### config.mk
export PLATFORM = sky130hd
export DESIGN_NAME = imm_encoder
export DESIGN_NICKNAME = d
export VERILOG_FILES = /design/src/rtl/imm_enc_pkg.sv /design/src/rtl/imm_pack.sv /design/src/rtl/imm_encoder.sv
export SDC_FILE = /design/constraint.sdc
export NUM_CORES = 1
export LEC_CHECK = 0
export BUFFER_PORTS_ARGS = -buffer_cell sky130_fd_sc_hd__buf_2
export CAP_MARGIN = 40
export CORE_MARGIN = 1.5
export CORE_UTILIZATION = 36
export CTS_BUF_LIST = sky130_fd_sc_hd__clkbuf_4 sky130_fd_sc_hd__clkbuf_8
export CTS_CLUSTER_SIZE = 8
export DETAILED_ROUTE_END_ITERATION = 12
export PLACE_DENSITY = 0.57
export RECOVER_POWER = 25
export SYNTH_ARGS = -nofsm -noshare
export SYNTH_HDL_FRONTEND = slang
export SYNTH_SLANG_ARGS = --single-unit
export TNS_END_PERCENT = 50
### constraint.sdc
create_clock -name clk -period 3.3 [get_ports clk]
set_input_delay 0.165 -clock clk [delete_from_list [all_inputs] [get_ports clk]]
set_output_delay 0.165 -clock clk [all_outputs]
set_load 0.02 [all_outputs]
### src/rtl/imm_enc_pkg.sv
// -----------------------------------------------------------------------------
// imm_enc_pkg
// Shared definitions for the RISC-V immediate encoder (and the matching
// decoder): immediate format codes and the lowest bit index of the range
// that must be pure sign extension for each format.
// -----------------------------------------------------------------------------
package imm_enc_pkg;

    // Same encoding as the decoder's ImmSrc
    typedef enum logic [1:0] {
        IMM_I = 2'b00,
        IMM_S = 2'b01,
        IMM_B = 2'b10,
        IMM_J = 2'b11
    } imm_src_e;

    // imm[31:LSB] must all be equal for the value to be representable
    localparam int IMM_IS_SEXT_LSB = 11;
    localparam int IMM_B_SEXT_LSB  = 12;
    localparam int IMM_J_SEXT_LSB  = 20;

    // Instruction bit positions occupied by the immediate of each format
    localparam logic [31:0] IMM_I_MASK  = 32'hFFF0_0000;
    localparam logic [31:0] IMM_SB_MASK = 32'hFE00_0F80;
    localparam logic [31:0] IMM_J_MASK  = 32'hFFFF_F000;

endpackage

### src/rtl/imm_pack.sv
// -----------------------------------------------------------------------------
// imm_pack
// Combinational scatter of a 32-bit signed immediate into RISC-V I/S/B/J
// instruction bit positions, merged with a base instruction word, plus the
// range check. Out-of-range immediates leave the immediate field zero.
//
// Ports:
//   i_imm        signed immediate (byte offset for B/J)
//   i_src        immediate format (imm_src_e encoding)
//   i_base       base instruction; immediate bit positions are ignored
//   o_instr      merged instruction
//   o_range_err  immediate not representable in the selected format
// -----------------------------------------------------------------------------
module imm_pack
    import imm_enc_pkg::*;
(
    input  logic signed [31:0] i_imm,
    input  logic        [1:0]  i_src,
    input  logic        [31:0] i_base,
    output logic        [31:0] o_instr,
    output logic               o_range_err
);

    // True when v[31:lsb] are all copies of the sign bit
    function automatic logic upper_equal(input logic [31:0] v, input int lsb);
        logic ok;
        ok = 1'b1;
        for (int i = 0; i < 32; i++) begin
            if (i >= lsb && v[i] != v[31]) ok = 1'b0;
        end
        return ok;
    endfunction

    logic [31:0] w_field;
    logic [31:0] w_mask;
    logic        w_ok;

    always_comb begin
        w_field = '0;
        w_mask  = IMM_I_MASK;
        w_ok    = 1'b1;
        unique case (imm_src_e'(i_src))
            IMM_I: begin
                w_field = {i_imm[11:0], 20'b0};
                w_mask  = IMM_I_MASK;
                w_ok    = upper_equal(i_imm, IMM_IS_SEXT_LSB);
            end
            IMM_S: begin
                w_field = {i_imm[11:5], 13'b0, i_imm[4:0], 7'b0};
                w_mask  = IMM_SB_MASK;
                w_ok    = upper_equal(i_imm, IMM_IS_SEXT_LSB);
            end
            IMM_B: begin
                w_field = {i_imm[12], i_imm[10:5], 13'b0, i_imm[4:1], i_imm[11], 7'b0};
                w_mask  = IMM_SB_MASK;
                w_ok    = upper_equal(i_imm, IMM_B_SEXT_LSB) && !i_imm[0];
            end
            IMM_J: begin
                w_field = {i_imm[20], i_imm[10:1], i_imm[11], i_imm[19:12], 12'b0};
                w_mask  = IMM_J_MASK;
                w_ok    = upper_equal(i_imm, IMM_J_SEXT_LSB) && !i_imm[0];
            end
            default: ;
        endcase
    end

    // Immediate positions are zeroed on a range failure; all other bits pass through
    assign o_instr     = (i_base & ~w_mask) | (w_ok ? w_field : 32'b0);
    assign o_range_err = !w_ok;

endmodule

### src/rtl/imm_encoder.sv
// -----------------------------------------------------------------------------
// imm_encoder
// Two-stage elastic pipeline that builds I/S/B/J instructions from a signed
// immediate and a base instruction word. S1 registers the request and packs it
// (imm_pack); S2 holds the packed result that drives the outputs.
//
// Optional build macro: IMM_ENC_SELFCHECK_EN adds the selfchk_err output, which
// re-extends the delivered instruction and flags a mismatch against the stored
// immediate on the output handshake.
//
// Ports:
//   clk, rst            clock; asynchronous active-low reset
//   in_valid/in_ready   upstream handshake
//   imm_in, imm_src     signed immediate and format (imm_src_e)
//   base_instr          opcode/register/funct fields
//   out_valid/out_ready downstream handshake
//   instr_out           encoded instruction
//   range_err           immediate not representable (qualifies instr_out)
//   enc_cnt, err_cnt    delivered results / delivered with range_err (wrap)
//   selfchk_err         (IMM_ENC_SELFCHECK_EN only) re-extension mismatch pulse
// -----------------------------------------------------------------------------
module imm_encoder
    import imm_enc_pkg::*;
#(
    parameter int CNT_W = 16
) (
    input  logic             clk,
    input  logic             rst,
    input  logic             in_valid,
    output logic             in_ready,
    input  logic [31:0]      imm_in,
    input  logic [1:0]       imm_src,
    input  logic [31:0]      base_instr,
    output logic             out_valid,
    input  logic             out_ready,
    output logic [31:0]      instr_out,
    output logic             range_err,
    output logic [CNT_W-1:0] enc_cnt,
    output logic [CNT_W-1:0] err_cnt
`ifdef IMM_ENC_SELFCHECK_EN
    ,
    output logic             selfchk_err
`endif
);

    logic               r_vld_p1;
    logic signed [31:0] r_imm_p1;
    logic        [1:0]  r_src_p1;
    logic        [31:0] r_base_p1;

    logic               r_vld_p2;
    logic        [31:0] r_instr_p2;
    logic               r_rerr_p2;

    logic        [31:0] w_instr;
    logic               w_rerr;
    logic               w_adv_p2;
    logic               w_acc;
    logic               w_hs_out;

    assign w_adv_p2  = !r_vld_p2 || out_ready;
    // Equivalent to "S1 empty or S1 advances"; gated low while in reset
    assign in_ready  = rst && (!r_vld_p1 || !r_vld_p2 || out_ready);
    assign w_acc     = in_valid && in_ready;
    assign w_hs_out  = r_vld_p2 && out_ready;

    assign out_valid = r_vld_p2;
    assign instr_out = r_instr_p2;
    assign range_err = r_rerr_p2;

    // ---- stage 1: registered request ----
    always_ff @(posedge clk) begin
        if (w_acc) begin
            r_imm_p1  <= imm_in;
            r_src_p1  <= imm_src;
            r_base_p1 <= base_instr;
        end
    end

    imm_pack u_pack (
        .i_imm       (r_imm_p1),
        .i_src       (r_src_p1),
        .i_base      (r_base_p1),
        .o_instr     (w_instr),
        .o_range_err (w_rerr)
    );

    // ---- stage 2: packed result, valids and counters ----
    always_ff @(posedge clk or negedge rst) begin
        if (!rst) begin
            r_vld_p1   <= 1'b0;
            r_vld_p2   <= 1'b0;
            r_instr_p2 <= '0;
            r_rerr_p2  <= 1'b0;
            enc_cnt    <= '0;
            err_cnt    <= '0;
        end else begin
            if (in_ready) r_vld_p1 <= w_acc;
            if (w_adv_p2) begin
                r_vld_p2 <= r_vld_p1;
                // Only real items overwrite the output word
                if (r_vld_p1) begin
                    r_instr_p2 <= w_instr;
                    r_rerr_p2  <= w_rerr;
                end
            end
            if (w_hs_out) begin
                enc_cnt <= enc_cnt + 1'b1;
                if (r_rerr_p2) err_cnt <= err_cnt + 1'b1;
            end
        end
    end

`ifdef IMM_ENC_SELFCHECK_EN
    logic signed [31:0] r_imm_p2;
    logic        [1:0]  r_src_p2;

    // Decoder-side sign extension of the packed instruction
    function automatic logic [31:0] reextend(input logic [31:0] i, input logic [1:0] src);
        logic [31:0] v;
        unique case (imm_src_e'(src))
            IMM_I:   v = {{20{i[31]}}, i[31:20]};
            IMM_S:   v = {{20{i[31]}}, i[31:25], i[11:7]};
            IMM_B:   v = {{19{i[31]}}, i[31], i[7], i[30:25], i[11:8], 1'b0};
            default: v = {{11{i[31]}}, i[31], i[19:12], i[20], i[30:21], 1'b0};
        endcase
        return v;
    endfunction

    always_ff @(posedge clk) begin
        if (w_adv_p2 && r_vld_p1) begin
            r_imm_p2 <= r_imm_p1;
            r_src_p2 <= r_src_p1;
        end
    end

    assign selfchk_err = w_hs_out && !r_rerr_p2 &&
                         (reextend(r_instr_p2, r_src_p2) != r_imm_p2);
`endif

endmodule

==> metrics.txt, run 1 <==
DRC Markers=0; Mapped Area=0.00496 sq mm; CTS Buffer Depth=2; crit-path cells=nor4_4, nand3_2, a211oi_2, o21ai_2, o41ai_2; layout cells sized above 1=29.3%; crit path max fanout=18; Final Wtd Congestion=0.785; Die ar.=0.0145 sq mm; critical path arrival=2370 ps; Gate Count Post-Synth=378; Pwr Density=601 mW/mm^2; root buffer cell=clkbuf_8; mux contribution to synthesized area=0.681%; Avg Inst Size Synth=13.1 sq um; CP Launch Type=register; Post-Route WL=11.2 mm; Layout area overhead=37.6%; Max-Cap Viols=0; Top Ports=137; skew final=11.2 ps; Starting DRT DRC Count=178; min setup slack post-route=1260 ps; fin crit period=2040 ps; Yosys reg bits=126; Crit-path slowest cell=edfxtp_1; Mapped Nets=455; adder-cell share of the synthesized area=1.77%; largest family of logic cells by synthesized area=simple AND/OR/NAND/NOR gates; VDD IR max=0.000331 V; PortBufs=129; Die Ht=120 microns; latest clock arrival within the worst-skew pair=450 ps; Cells after DPL=678; HPWL Detailed=7.62 mm; Yosys top cell by area=edfxtp_1; vias per cell=4.75; first-pass GRT wire length=17.7 mm; CTS tree=yes; max_slew headroom=40.5%; Total GRT Usage=16.1%; period utilization=61.8%; clk sinks=126; Post-Route Setup TNS=0 ps; starting density of the core=37.2%; overall power=4.10 mW; CTS Buf Count=17; fin cells=770; final hold viol count=0; Synth cell types=38; worst min path class=in -> reg; Worst Tran Pin Value=893 ps; xor/xnor share of the synthesized area=5.47%; routed vias=3656; # rows=42; Critical Path RT=3640 ps; gr ovfl total=0; Ys Warns=0; Static Leakage=3.00 nW; WL/cell=14.6 microns; initial antenna violation count=0; DIE WIDTH=120 microns; Layout Nets=658; DRT Pass-1 Iters=4; top cells by area in the synthesized netlist=edfxtp_1 36%, dfrtp_1 34%, nand2_1 4.5%, xnor2_1 3.9%, nor2_1 2.2%; Post-Synth Simple-Gate Area=14.2%; pre-CTS setup slack=1250 ps; fmax=491 MHz; endpoints failing setup=0; top-area cell type share of the netlist area=35.7%; CP Class=reg -> reg; Antenna Nets Post-Route=0; Largest stage delay, worst path=540 ps; Final Slew Violations=0; Seq/Total Area, Yosys=69.5%; ANT cells=0; H-Tree Level Count=4; CP endpoint kind=register; largest net degree at the start of global routing=56; RSZ-0062 raised after global routing=no; Synth Area in Compound Gates=6.78%; vias in the first global route=3634; status=completed; clk slew on worst S/H paths=70 ps; core area=0.0133 sq mm
-- registers in the layout, summed over array words and instances, names as in the netlist --
name	cells
range_err	1
out_valid	1
err_cnt	16
r_base_p1	25
enc_cnt	16
instr_out	32
r_vld_p1	1
r_src_p1	2
r_imm_p1	32
-- layout by cell type, fill, tap and decap left out, drive strengths merged, types with 2 or more instances in the layout --
cell type / n
buf: 130
dfrtp: 67
dlygate4sd3: 60
nand2: 59
edfxtp: 59
nor2: 29
clkbuf: 23
xnor2: 22
o21ai: 20
nand3: 15
and3: 14
a21oi: 11
xor2: 9
a221oi: 8
inv: 7
nand4: 7
ha: 7
clkinv: 7
nor3b: 5
clkinvlp: 4
nor4: 4
o31ai: 3
nor3: 3
mux2: 3
bufinv: 3
nand2b: 2
and4: 2
or2: 2
a22oi: 2
and2: 2
-- report_power, final --
group	switching (mW)	internal (mW)
logic	0.465	0.312
clock network	0.593	0.738
registers	0.154	1.84
-- kinds of logic (layout without fill, tap and decap cells) --
kind of cell / count (synthesis) / after routing
buf+inv: 18 / 234
flops: 126 / 126
fa+ha+maj: 7 / 7
xor+xnor: 31 / 31
simple gates: 144 / 144
compound gates: 49 / 49
mux: 3 / 3
-- cell usage after synthesis --
cell and n:
a31oi_1 1, and3_2 1, xor2_1 9, and4_1 2, clkbuf_1 6, o21ai_2 1
o21ai_1 10, buf_2 2, inv_1 7, o31ai_1 3, mux2_2 3, a211oi_2 1
nand2_1 59, nor3b_1 5, edfxtp_1 59, a21oi_1 11, dfrtp_1 67, nand4_1 7
xnor2_1 22, nor4_1 2, a221oi_1 8, buf_1 2, nor3_1 3, o41ai_2 1
nand3_2 1, nor4_4 2, a21o_1 1, nand3_1 14, and2_1 2, nor2_1 29
a2111oi_4 1, a22oi_1 2, and3_1 13, nand2b_1 2, or2_2 2, buf_6 1
o21ai_0 9, ha_1 7
-- metal layers --
metal | GRT usage, % | part of all wire, % | up-vias
met1 | 19.3 | 44 | 1789
met3 | 4.62 | 5.1 | 13
met5 | 0 | 0 | -
met4 | 7.06 | 1.5 | 0
met2 | 27.0 | 50 | 108
li1 | - | - | 1746
-- cell type report --
class	count	area [sq um]
fill	1178	6520
multi-input combinational	234	1440
tap	176	220
timing repair buffer	195	1310
sequential	126	3450
inverter	7	26.3
clock buffer	18	241
clock inverter	14	150
-- path summary, 6_finish.rpt --
check | start | endpoint | slack, ps | cells past startpoint
min in group asynchronous | rst | instr_out[19]$_DFFE_PN0P_ | 580 | 3
max in group asynchronous | rst | instr_out[30]$_DFFE_PN0P_ | 1940 | 4
min | out_ready | enc_cnt[3]$_DFFE_PN0P_ | 50 | 3
max reg2reg | r_imm_p1[31]$_DFFE_PP_ | instr_out[7]$_DFFE_PN0P_ | 1260 | 5
max | r_imm_p1[31]$_DFFE_PP_ | instr_out[7]$_DFFE_PN0P_ | 1260 | 5
min reg2reg | r_base_p1[6]$_DFFE_PP_ | instr_out[6]$_DFFE_PN0P_ | 440 | 2
-- worst max-delay path, delay by kind of cell (launching register included) --
| family | cells | cell delay [ps] |
|---|---|---|
| AO/OA/AOI/OAI | 3 | 890 |
| flip-flops | 1 | 540 |
| AND/OR/NAND/NOR | 2 | 500 |
-- what timing repair did --
item | 4_1_cts | 5_1_grt
endpoints found under the hold margin | 71 | 0
hold buffers | 60 | 0
setup buffers | 0 | 0
gates resized for setup | 0 | 0
-- per-stage QoR --
| step | instance area, sq um | utilization, % | hold WS, ps |
|---|---|---|---|
| final | 6830 | 51.2 | 53.6 |
| after global routing | 6830 | 51.2 | 59.8 |
| after CTS | 6830 | 51.2 | 28.4 |
| after detailed placement | 5840 | 43.8 | 194 |
| after global placement | 5810 | 43.6 | 341 |
| after floorplan | 4960 | - | -131 |
Power figures use the tool's default switching activity.
==> run 2, diff against run 1 <==
ABC_AREA = 1   (was not set)
PLACE_DENSITY = 0.58   (was 0.57)
clock period = 1.8 ns   (was 3.3 ns; I/O delays follow)
==> run 2 against run 1 <==
Global-route usage rose by 0.51 points. Sequential share of layout area fell by 3.3 points. Routed wire length rose by 10%. Flip-flop and latch count did not move. Register-to-register slack got worse by 1100 ps. Final area rose by 7.0%. Core utilization fell by 1.1 points. Critical endpoint is now instr_out[21]$_DFFE_PN0P_. Largest cell class unchanged. Highest routed layer unchanged.
==> metrics.txt, run 2 <==
status=completed (unchanged); Post-synth EDFFs=59 (unchanged); CP Launch Type=register (unchanged); worst min path class=in -> async (was in -> reg); Pwr Density=1020 mW/mm^2 (was 601 mW/mm^2); max_slew headroom=61.4% (was 40.5%); Primary FF master, synth=dfrtp_1 (unchanged); Commonest cells post-synth=157 x nand2_1, 67 x dfrtp_1, 59 x edfxtp_1 (was 67 x dfrtp_1, 59 x edfxtp_1, 59 x nand2_1); DIE WIDTH=126 microns (was 120 microns); min setup slack post-route=131 ps (was 1260 ps); CTS tree=yes (unchanged); Mapped Nets=610 (was 455); initial antenna violation count=0 (unchanged); Total GRT Usage=16.6% (was 16.1%); sw frac=31.6% (was 29.5%); HPWL Detailed=8.39 mm (was 7.62 mm); Die ar.=0.0158 sq mm (was 0.0145 sq mm); Layout area overhead=35.1% (was 37.6%); Psw=2.35 mW (was 1.21 mW); routed vias=4259 (was 3656); Seq/Total Area, Yosys=63.8% (was 69.5%); CTS Buffer Depth=2 (unchanged); Top Ports=137 (unchanged); core area=0.0146 sq mm (was 0.0133 sq mm); Starting DRT DRC Count=212 (was 178); Final Wtd Congestion=0.774 (was 0.785); DRT Pass-1 Iters=5 (was 4); layout cells sized above 1=24.4% (was 29.3%); starting density of the core=37.1% (was 37.2%); clk sinks=126 (unchanged); most common cell after layout, fill and taps aside=nand2_1 (was buf_2); Critical Path RT=2170 ps (was 3640 ps); Yosys top cell by area=edfxtp_1 (unchanged); P_int=5.09 mW (was 2.89 mW); Seq pwr share=49.4% (was 48.6%); R2R Setup Slk=130 ps (was 1260 ps); RR Startpoint=r_src_p1[1]$_DFFE_PP_ (was r_imm_p1[31]$_DFFE_PP_); Logic pwr share=21.9% (was 18.9%); ys async rst share=53.2% (unchanged); Mapped Area=0.00541 sq mm (was 0.00496 sq mm); Routed met3 length=615 microns (was 570 microns); Yosys reg bits=126 (unchanged); fmax=599 MHz (was 491 MHz); routed wl met2=6.15 mm (was 5.60 mm); metal1 wirelength=5.48 mm (was 4.90 mm); vias in the first global route=4171 (was 3634); Ys Warns=0 (unchanged); period utilization=92.7% (was 61.8%); top-area cell type share of the netlist area=32.8% (was 35.7%); CTS Buf Count=17 (unchanged); Antenna Nets Post-Route=0 (unchanged); cell mode on critical path=nand2_1; root buffer cell=clkbuf_8 (unchanged); Static Leakage=3.50 nW (was 3.00 nW); skew final=10.8 ps (was 11.2 ps); Synth cell types=34 (was 38); Avg Inst Size Synth=10.1 sq um (was 13.1 sq um); critical path arrival=2040 ps (was 2370 ps); pre-CTS setup slack=76.5 ps (was 1250 ps); final hold viol count=0 (unchanged); Post-Route WL=12.4 mm (was 11.2 mm); VDD IR max=0.000865 V (was 0.000331 V); crit-path cells=ha_1, o21ai_1, nand2_1, nor2_2, nand2_2, nor2_4, buf_12, nand3_1, nand2_1 (was nor4_4, nand3_2, a211oi_2, o21ai_2, o41ai_2); most frequent cell after synthesis=nand2_1 (was dfrtp_1); ANT cells=0 (unchanged); r2r endpoint=instr_out[21]$_DFFE_PN0P_ (was instr_out[7]$_DFFE_PN0P_); clk slew on worst S/H paths=70 ps (about the same); largest net degree at the start of global routing=61 (was 56); CP Class=reg -> reg (unchanged); fin cells=939 (was 770); worst-case reg-to-reg path depth=9 (was 5); Largest stage delay, worst path=450 ps (was 540 ps); Layout fillers=1323 (was 1178); most frequent cells in the layout=156 x nand2_1, 121 x buf_2, 66 x dfrtp_1, 61 x dlygate4sd3_1, 59 x edfxtp_1 (was 125 x buf_2, 67 x dfrtp_1, 60 x dlygate4sd3_1, 59 x nand2_1, 59 x edfxtp_1); crit path max fanout=18 (unchanged); top cells by area in the synthesized netlist=edfxtp_1 33%, dfrtp_1 31%, nand2_1 11%, nand3_1 3.5%, nor2_1 3.4% (was edfxtp_1 36%, dfrtp_1 34%, nand2_1 4.5%, xnor2_1 3.9%, nor2_1 2.2%); RSZ-0062 raised after global routing=no (unchanged); clock share of power=28.8% (was 32.4%); WL/cell=13.2 microns (was 14.6 microns); Cells after DPL=844 (was 678); Crit-path slowest cell=edfxtp_1 (unchanged); Die Ht=126 microns (was 120 microns); DRC Markers=0 (unchanged); endpoints failing setup=0 (unchanged); latest clock arrival within the worst-skew pair=430 ps (was 450 ps); Max-Cap Viols=0 (unchanged); Gate Count Post-Synth=533 (was 378); gr ovfl total=0 (unchanged); fin crit period=1670 ps (was 2040 ps); max layer used=met4 (unchanged); Worst Tran Pin Value=578 ps (was 893 ps); Layout Nets=819 (was 658); # rows=44 (was 42); first-pass GRT wire length=20.5 mm (was 17.7 mm); CP endpoint kind=register (unchanged); Final Slew Violations=0 (unchanged); vias per cell=4.54 (was 4.75); H-Tree Level Count=4 (unchanged); PortBufs=129 (unchanged)
[run 2: area by class of cell]
type	instances	area, sq um	area share, %
clock buffer	20	256	3.51
clock inverter	12	77.6	1.06
inverter	58	218	2.98
multi-input combinational	339	1710	23.4
sequential	126	3450	47.2
tap	184	230	3.15
timing repair buffer	200	1370	18.7
[run 2: what timing repair did]
item | CTS | global route
resized for setup | 0 | 3
endpoints found under the hold margin | 95 | 0
setup endpoints to repair | 0 | 19
setup buffers | 0 | 2
hold buffers | 61 | 0
[run 2: worst max-delay path by stage]
stage,start,end,cells after the start,slack [ps]
2_1_floorplan,out_valid$_DFFE_PN0N_,r_base_p1[0]$_DFFE_PP_,3,-150
3_3_place_gp,r_src_p1[0]$_DFFE_PP_,instr_out[17]$_DFFE_PN0P_,7,180
3_5_place_dp,r_src_p1[0]$_DFFE_PP_,instr_out[19]$_DFFE_PN0P_,7,80
4_1_cts,r_src_p1[0]$_DFFE_PP_,instr_out[19]$_DFFE_PN0P_,7,60
5_1_grt,r_src_p1[1]$_DFFE_PP_,instr_out[9]$_DFFE_PN0P_,9,6
6_report,r_src_p1[1]$_DFFE_PP_,instr_out[21]$_DFFE_PN0P_,9,130
[run 2: worst max-delay path, delay by kind of cell, from the launching register on]
| family | cells | cell delay (ps) |
|---|---|---|
| buf+inv | 1 | 150 |
| compound gates | 1 | 140 |
| fa+ha+maj | 1 | 270 |
| flops | 1 | 450 |
| simple gates | 6 | 570 |
[run 2: cells by family (layout without fill, tap and decap cells)]
logic type      after synthesis  count (layout)  synth area share, %
simple gates                281             281                 23.0
flops                       126             126                 63.8
buf+inv                      68             290                 5.07
compound gates               30              30                 3.15
xor+xnor                     21              21                 3.40
fa+ha+maj                     7               7                 1.62
[run 2: routing by layer]
metal / GRT usage [%] / vias up
met5: 0 / -
met1: 20.5 / 1990
met2: 27.6 / 115
met3: 5.56 / 12
li1: - / 2142
met4: 4.88 / 0
[run 2: metrics by stage]
step	hold WS (ps)	TNS [ps]	utilization (%)	cell area (sq um)	total power [mW]
finish	269	0	50.1	7300	7.45
global route	274	0	50.1	7300	7.87
floorplan	-206	-8830	-	5420	4.65
detailed placement	134	0	43.5	6350	5.27
CTS	224	0	50.0	7290	7.53
global placement	266	0	43.3	6320	5.23
[run 2: power by group through the flow]
stage | registers [mW] | clock network, mW | logic (mW)
floorplan | 4.04 | 0 | 0.612
global placement | 3.72 | 0 | 1.51
detailed placement | 3.74 | 0 | 1.54
CTS | 3.68 | 2.21 | 1.64
global route | 3.73 | 2.34 | 1.80
finish | 3.68 | 2.14 | 1.63
